==> config.mk <==
export PLATFORM = sky130hd
export DESIGN_NAME = cnn_fmap_streamer
export DESIGN_NICKNAME = d
export VERILOG_FILES = /design/src/rtl/cnn_fmap_streamer.sv
export SDC_FILE = /design/constraint.sdc
export NUM_CORES = 1
export LEC_CHECK = 0
export ABC_AREA = 0
export CAP_MARGIN = 10
export CORE_MARGIN = 4
export CORE_UTILIZATION = 51
export CTS_CLUSTER_SIZE = 12
export DETAILED_ROUTE_END_ITERATION = 16
export PLACE_DENSITY = 0.8
export SETUP_SLACK_MARGIN = 0.1
export SYNTH_ARGS = -nofsm -noshare
export SYNTH_HDL_FRONTEND = slang
export SYNTH_SLANG_ARGS = --single-unit
==> constraint.sdc <==
create_clock -name clk -period 3.5 [get_ports clk]
set_input_delay 0.35 -clock clk [delete_from_list [all_inputs] [get_ports clk]]
set_output_delay 0.35 -clock clk [all_outputs]
set_load 0.02 [all_outputs]
==> src/rtl/cnn_fmap_streamer.sv <==
// cnn_fmap_streamer: turns line-buffer fetch commands into word reads
// over a configured 2-D feature-map region, returning data in order.
//
// Ports:
//   clk, rst          clock, synchronous active-high reset
//   cfg_start         start pulse (IDLE only), latches cfg_* below
//   cfg_base_addr     byte address of word (0,0)
//   cfg_row_stride    byte distance between row starts
//   cfg_width         last x index (row words - 1)
//   cfg_depth         last y index (rows - 1)
//   busy              not IDLE
//   done              one-cycle pulse once the region is fully answered
//   rsp_err           sticky: memory response with no read in flight
//   lacc_data_valid   fetch command in
//   lacc_data_ready   command accepted when valid & ready
//   lacc_drsp_valid   response word valid (no backpressure)
//   lacc_drsp_rdata   response word
//   mem_req_valid     memory read request
//   mem_req_ready     memory accepts request
//   mem_req_addr      request byte address
//   mem_rsp_valid     memory read data valid, in request order
//   mem_rsp_rdata     memory read data

module cnn_fmap_streamer #(
    parameter int ADDR_W  = 32,
    parameter int BUF_W   = 32,
    parameter int BUF_D   = 8,
    parameter int MAX_OUT = 4
) (
    input  logic                                  clk,
    input  logic                                  rst,
    input  logic                                  cfg_start,
    input  logic [ADDR_W-1:0]                     cfg_base_addr,
    input  logic [ADDR_W-1:0]                     cfg_row_stride,
    input  logic [((BUF_W > 1) ? $clog2(BUF_W) : 1)-1:0] cfg_width,
    input  logic [((BUF_D > 1) ? $clog2(BUF_D) : 1)-1:0] cfg_depth,
    output logic                                  busy,
    output logic                                  done,
    output logic                                  rsp_err,
    input  logic                                  lacc_data_valid,
    output logic                                  lacc_data_ready,
    output logic                                  lacc_drsp_valid,
    output logic [31:0]                           lacc_drsp_rdata,
    output logic                                  mem_req_valid,
    input  logic                                  mem_req_ready,
    output logic [ADDR_W-1:0]                     mem_req_addr,
    input  logic                                  mem_rsp_valid,
    input  logic [31:0]                           mem_rsp_rdata
);

    localparam int XW = (BUF_W > 1) ? $clog2(BUF_W) : 1;
    localparam int YW = (BUF_D > 1) ? $clog2(BUF_D) : 1;
    localparam int OW = $clog2(MAX_OUT + 1);

    typedef enum logic [1:0] {
        S_IDLE  = 2'd0,
        S_RUN   = 2'd1,
        S_DRAIN = 2'd2
    } state_t;

    state_t state;
    state_t state_nxt;

    logic [XW-1:0]     width_q;
    logic [YW-1:0]     depth_q;
    logic [ADDR_W-1:0] stride_q;
    logic [XW-1:0]     x;
    logic [YW-1:0]     y;
    logic [ADDR_W-1:0] row_addr;
    logic [OW-1:0]     outstanding;
    logic [OW-1:0]     in_flight;

    logic cmd_hs;
    logic req_fire;
    logic rsp_ok;
    logic rsp_bad;
    logic start_acc;
    logic last_word;
    logic row_end;

    assign cmd_hs    = lacc_data_valid & lacc_data_ready;
    assign req_fire  = mem_req_valid & mem_req_ready;
    assign rsp_ok    = mem_rsp_valid & (in_flight != '0);
    assign rsp_bad   = mem_rsp_valid & (in_flight == '0);
    assign start_acc = (state == S_IDLE) & cfg_start;
    assign row_end   = (x == width_q);
    assign last_word = row_end & (y == depth_q);

    // State register
    always_ff @(posedge clk) begin
        if (rst) begin
            state <= S_IDLE;
        end else begin
            state <= state_nxt;
        end
    end

    // Next-state logic
    always_comb begin
        state_nxt = state;
        case (state)
            S_IDLE: begin
                if (cfg_start) begin
                    state_nxt = S_RUN;
                end
            end
            S_RUN: begin
                if (cmd_hs && last_word) begin
                    state_nxt = S_DRAIN;
                end
            end
            S_DRAIN: begin
                if (outstanding == '0) begin
                    state_nxt = S_IDLE;
                end
            end
            default: state_nxt = S_IDLE;
        endcase
    end

    // Outputs decoded from state. A command is only taken when the
    // request register is free or draining this cycle, so requests
    // can still stream at one per cycle.
    always_comb begin
        busy            = (state != S_IDLE);
        lacc_data_ready = (state == S_RUN)
                        && (outstanding < OW'(MAX_OUT))
                        && (!mem_req_valid || mem_req_ready);
    end

    // Done pulses in the first IDLE cycle after DRAIN empties.
    always_ff @(posedge clk) begin
        if (rst) begin
            done <= 1'b0;
        end else begin
            done <= (state == S_DRAIN) && (outstanding == '0);
        end
    end

    // Configuration latch and address walk
    always_ff @(posedge clk) begin
        if (rst) begin
            width_q  <= '0;
            depth_q  <= '0;
            stride_q <= '0;
            x        <= '0;
            y        <= '0;
            row_addr <= '0;
        end else if (start_acc) begin
            width_q  <= cfg_width;
            depth_q  <= cfg_depth;
            stride_q <= cfg_row_stride;
            x        <= '0;
            y        <= '0;
            row_addr <= cfg_base_addr;
        end else if (cmd_hs) begin
            if (row_end) begin
                x        <= '0;
                y        <= y + 1'b1;
                row_addr <= row_addr + stride_q;
            end else begin
                x <= x + 1'b1;
            end
        end
    end

    // Memory request register: loaded on a command, held until taken.
    always_ff @(posedge clk) begin
        if (rst) begin
            mem_req_valid <= 1'b0;
            mem_req_addr  <= '0;
        end else if (cmd_hs) begin
            mem_req_valid <= 1'b1;
            mem_req_addr  <= row_addr + (ADDR_W'(x) << 2);
        end else if (req_fire) begin
            mem_req_valid <= 1'b0;
        end
    end

    // Commands accepted but not yet answered on lacc_drsp
    always_ff @(posedge clk) begin
        if (rst) begin
            outstanding <= '0;
        end else begin
            case ({cmd_hs, lacc_drsp_valid})
                2'b10:   outstanding <= outstanding + 1'b1;
                2'b01:   outstanding <= outstanding - 1'b1;
                default: outstanding <= outstanding;
            endcase
        end
    end

    // Reads accepted by memory but not yet returned
    always_ff @(posedge clk) begin
        if (rst) begin
            in_flight <= '0;
        end else begin
            case ({req_fire, rsp_ok})
                2'b10:   in_flight <= in_flight + 1'b1;
                2'b01:   in_flight <= in_flight - 1'b1;
                default: in_flight <= in_flight;
            endcase
        end
    end

    // Response register; data holds when no new word arrives.
    always_ff @(posedge clk) begin
        if (rst) begin
            lacc_drsp_valid <= 1'b0;
            lacc_drsp_rdata <= '0;
        end else begin
            lacc_drsp_valid <= rsp_ok;
            if (rsp_ok) begin
                lacc_drsp_rdata <= mem_rsp_rdata;
            end
        end
    end

    // Unexpected responses are dropped and flagged; a new error in
    // the same cycle as a start wins over the clear.
    always_ff @(posedge clk) begin
        if (rst) begin
            rsp_err <= 1'b0;
        end else if (rsp_bad) begin
            rsp_err <= 1'b1;
        end else if (start_acc) begin
            rsp_err <= 1'b0;
        end
    end

endmodule

==> flow_summary_export.csv <==
group,metric,value,unit
final_layout,drive_gt1_frac,0.0452,
final_layout,area.growth.synth_to_final,30.5,%
floorplanning,die_w,135,um
worst_setup_path,crit_chain,"ha_1, fa_1, a211oi_1, o21bai_1, o211a_1, a2bb2oi_1, o221ai_1, xnor2_1, o22ai_1",
sta,worst_pin_slew,0.809,ns
logic_synthesis,ys_ff_latch,156,
detailed_routing,drt_iter0_drc,599,
logic_synthesis,yosysSeqAreaShare,0.378,
worst_setup_path,reg2reg_to,"row_addr[24]$_SDFFE_PP0P_",
power,intPower,3.50,mW
sta,finalSetupViolCount,0,
sta,rsz0062_at_grt,"no",
power,p_switching,1.34,mW
power,p_comb_frac,0.195,
worst_setup_path,reg2reg_from,"stride_q[0]$_SDFFE_PP0P_",
clocking,cts_tree,"done",
grt,track_usage,0.253,
placement,place.gp.congestion,0.935,
logic_synthesis,synth_area,8250,um^2
sta,slew-limit-headroom,0.460,
floorplanning,row_count,46,
final_layout,finish.net_count,1359,
grt,antenna_found_initial,0,
placement,dp_cells,1402,
placement,io_buffers,179,
clocking,clockRootBuffer,"clkbuf_16",
power,p_seq_frac,0.415,
power,powerDensity,450,nW/um^2
run,cap_violations,0,
power,power,4.85,mW
logic_synthesis,syn_inst,1056,
logic_synthesis,synthesis.nets,1210,
worst_setup_path,critPathMaxFanout,5,
worst_setup_path,path_class,"reg2reg",
worst_setup_path,reg2reg_slack,0.59,ns
clocking,postCtsResizedCells,0,
power,p_sw_frac,0.277,
detailed_routing,viasPerCell,5.69,
sta,slew_viol_final,0,
worst_setup_path,crit_slowest_cell,"a2bb2oi_1",
worst_setup_path,worstPathRequired,3.78,ns
detailed_routing,via_count,8159,
clocking,clockBufferDepth,2,
final_layout,antenna_cells,0,
grt,grt_max_degree,77,
sta,finalCritPeriodShare,0.833,
sta,max_freq,0.343,GHz
detailed_routing,ant_nets,0,
worst_hold_path,hold_depth,2,
clocking,htreeDepth,4,
logic_synthesis,synth_edf_count,0,
sta,fin_crit,2.91,ns
logic_synthesis,synth_ff_type,"dfxtp_1",
worst_hold_path,min_from,"lacc_drsp_rdata[5]$_SDFFE_PP0P_",
clocking,cts_setup_buffers,0,
sta,finalHoldViolations,0,
worst_setup_path,crit_arrival,3.19,ns
power,vdd_drop_max,0.000381,V
worst_setup_path,startpoint,"stride_q[0]$_SDFFE_PP0P_",
placement,dp_hpwl,17200,um
final_layout,fin_cells,1433,
floorplanning,die_y,135,um
outcome,status,"completed",
clocking,cts_hold_buffers,0,
floorplanning,die_area,18300,um^2
final_layout,fill_cells,1369,
detailed_routing,routedWlPerCell,16.5,um
detailed_routing,drt-pass1-iter-count,5,
grt,grt_pass1_wl,37600,um
sta,fin_skew,0.00572,ns
logic_synthesis,yosys_warnings,0,
worst_setup_path,cp-start-kind,"flop",
power,leakage,4.06,nW
worst_setup_path,max_stage_delay,0.44,ns
sta,tns,0,ns
floorplanning,initial_core_util,0.520,
worst_setup_path,r2r_cells,9,
worst_setup_path,end_kind,"flop",
logic_synthesis,synthArstFlopShare,0,
clocking,cts_buffers,17,
grt,grt_pass1_vias,7640,
detailed_routing,drc_errors,0,
floorplanning,io_pins,180,
logic_synthesis,synth.distinct_cells,66,
worst_hold_path,hold_path.class,"reg2reg",
power,power_frac_clock,0.390,
grt,grt_overflow_total,0,
worst_hold_path,hold_end,"lacc_drsp_rdata[5]$_SDFFE_PP0P_",
logic_synthesis,syn_avg_cell_area,7.82,um^2
clocking,clock_sinks,156,
detailed_routing,drt-total-wl,23700,um
final_layout,final_core_util,0.678,
clocking,path_clk_slew,0.06,ns
clocking,clk_latency,0.43,ns
floorplanning,coreArea,15900,um^2
layer usage:
layer	vias up	track usage	wire length [um]
li1	4000	-	-
met1	3768	0.342	10400
met2	341	0.408	10700
met3	50	0.0449	1930
met4	0	0.0941	616
met5	-	0	0
cell usage after synthesis (2+ instances only):
library cell    n  area, um^2
a21o_1         14         105
o22ai_1         9        56.3
inv_1          18        67.6
xor2_1         32         280
a2111oi_0       2        17.5
nor3b_1         5        37.5
or3_1          11        68.8
a211oi_1       32         240
dfxtp_1       156        3120
and4_1          6        52.6
a21oi_1       140         701
ha_1           40         500
nor3_1         14        70.1
xnor2_1        31         272
and2_1          4        25.0
and3_1         14        87.6
o21ai_1         6        30.0
nand4_1        10        62.6
buf_1           7        26.3
nor4_1          5        31.3
nor2_1         83         312
a21boi_0        2        15.0
o221ai_1        2        17.5
nand2b_1        5        31.3
o211ai_1        4        30.0
fa_1            4        80.1
a31oi_1         7        43.8
nand2_1       227         852
nand3_1        23         115
o21ai_0        26         130
nor2b_1         2        12.5
a22oi_1         4        30.0
nand4_4         2        42.5
a211o_1         5        43.8
o21bai_1        5        37.5
buf_2           7        35.0
nor4b_1         4        35.0
a311oi_1       14         123
clkbuf_1       47         176
layout make-up:
| type | instances | area [um^2] | share of cell area |
|---|---|---|---|
| clock inverters | 6 | 110 | 0.0102 |
| inverters | 20 | 75.1 | 0.00697 |
| flip-flops and latches | 156 | 3120 | 0.290 |
| repair buffers | 192 | 1890 | 0.175 |
| multi-input cells | 818 | 4820 | 0.447 |
| clock buffers | 25 | 485 | 0.0451 |
| well taps | 216 | 270 | 0.0251 |
worst max-delay path by stage:
stage                                           end  slack (ns)  cells past startpoint
after global placement    row_addr[24]$_SDFFE_PP0P_        0.69                      9
final                     row_addr[24]$_SDFFE_PP0P_        0.59                      9
after floorplan           row_addr[24]$_SDFFE_PP0P_        1.08                      9
after global routing      row_addr[24]$_SDFFE_PP0P_        0.33                      9
after CTS                 row_addr[24]$_SDFFE_PP0P_        0.60                      9
after detailed placement  row_addr[24]$_SDFFE_PP0P_        0.63                      9
state kept, by name (all words and copies together) (netlist names), 3 cells and up:
register and cells:
depth_q 3, in_flight 3, lacc_drsp_rdata 32, mem_req_addr 32, outstanding 3, row_addr 32, stride_q 32, width_q 5
x 5, y 3
critical path: cells and delay by family (launching register included):
kind            cells  cell delay, ns
compound gates      6            1.61
xor+xnor            1            0.17
fa+ha+maj           2            0.67
flops               1            0.32
power by group through the flow:
stage                     registers, mW  logic [mW]  clock network, mW
after floorplan                    2.08       0.510                  0
after global placement             2.04       0.923                  0
after detailed placement           2.05       0.935                  0
after CTS                          2.01       0.941               1.91
after global routing               2.02        1.04               1.99
final                              2.01       0.943               1.89
layout by cell type, fill, tap and decap left out, types with 4 or more instances in the layout:
| master | instances |
|---|---|
| nand2_1 | 226 |
| clkdlybuf4s50_1 | 178 |
| dfxtp_1 | 156 |
| a21oi_1 | 140 |
| nor2_1 | 83 |
| ha_1 | 40 |
| a211oi_1 | 32 |
| xor2_1 | 32 |
| xnor2_1 | 31 |
| o21ai_0 | 26 |
| nand3_1 | 23 |
| inv_1 | 18 |
| clkbuf_16 | 17 |
| nor3_1 | 14 |
| and3_1 | 14 |
| a21o_1 | 14 |
| a311oi_1 | 14 |
| buf_4 | 14 |
| or3_1 | 11 |
| nand4_1 | 10 |
| o22ai_1 | 9 |
| a31oi_1 | 7 |
| o21ai_1 | 6 |
| nand2b_1 | 5 |
| nor3b_1 | 5 |
| o21bai_1 | 5 |
| nor4_1 | 5 |
| a211o_1 | 5 |
| and4_1 | 5 |
| clkbuf_1 | 5 |
| o211ai_1 | 4 |
| a22oi_1 | 4 |
| nor4b_1 | 4 |
| fa_1 | 4 |
metrics by stage:
step,setup WS (ns),hold WS [ns],area (um^2)
CTS,0.602,0.455,10800
floorplan,1.08,0.441,8250
detailed placement,0.625,0.447,10200
finish,0.585,0.453,10800
global route,0.333,0.471,10800
global placement,0.695,0.441,10200
kinds of logic after synthesis:
group           Yosys count  synth area share
fa+ha+maj                44            0.0703
flops                   156             0.378
xor+xnor                 63            0.0668
simple gates            423             0.231
buf+inv                  82            0.0385
compound gates          288             0.215
(Power assumes the default switching activity.)
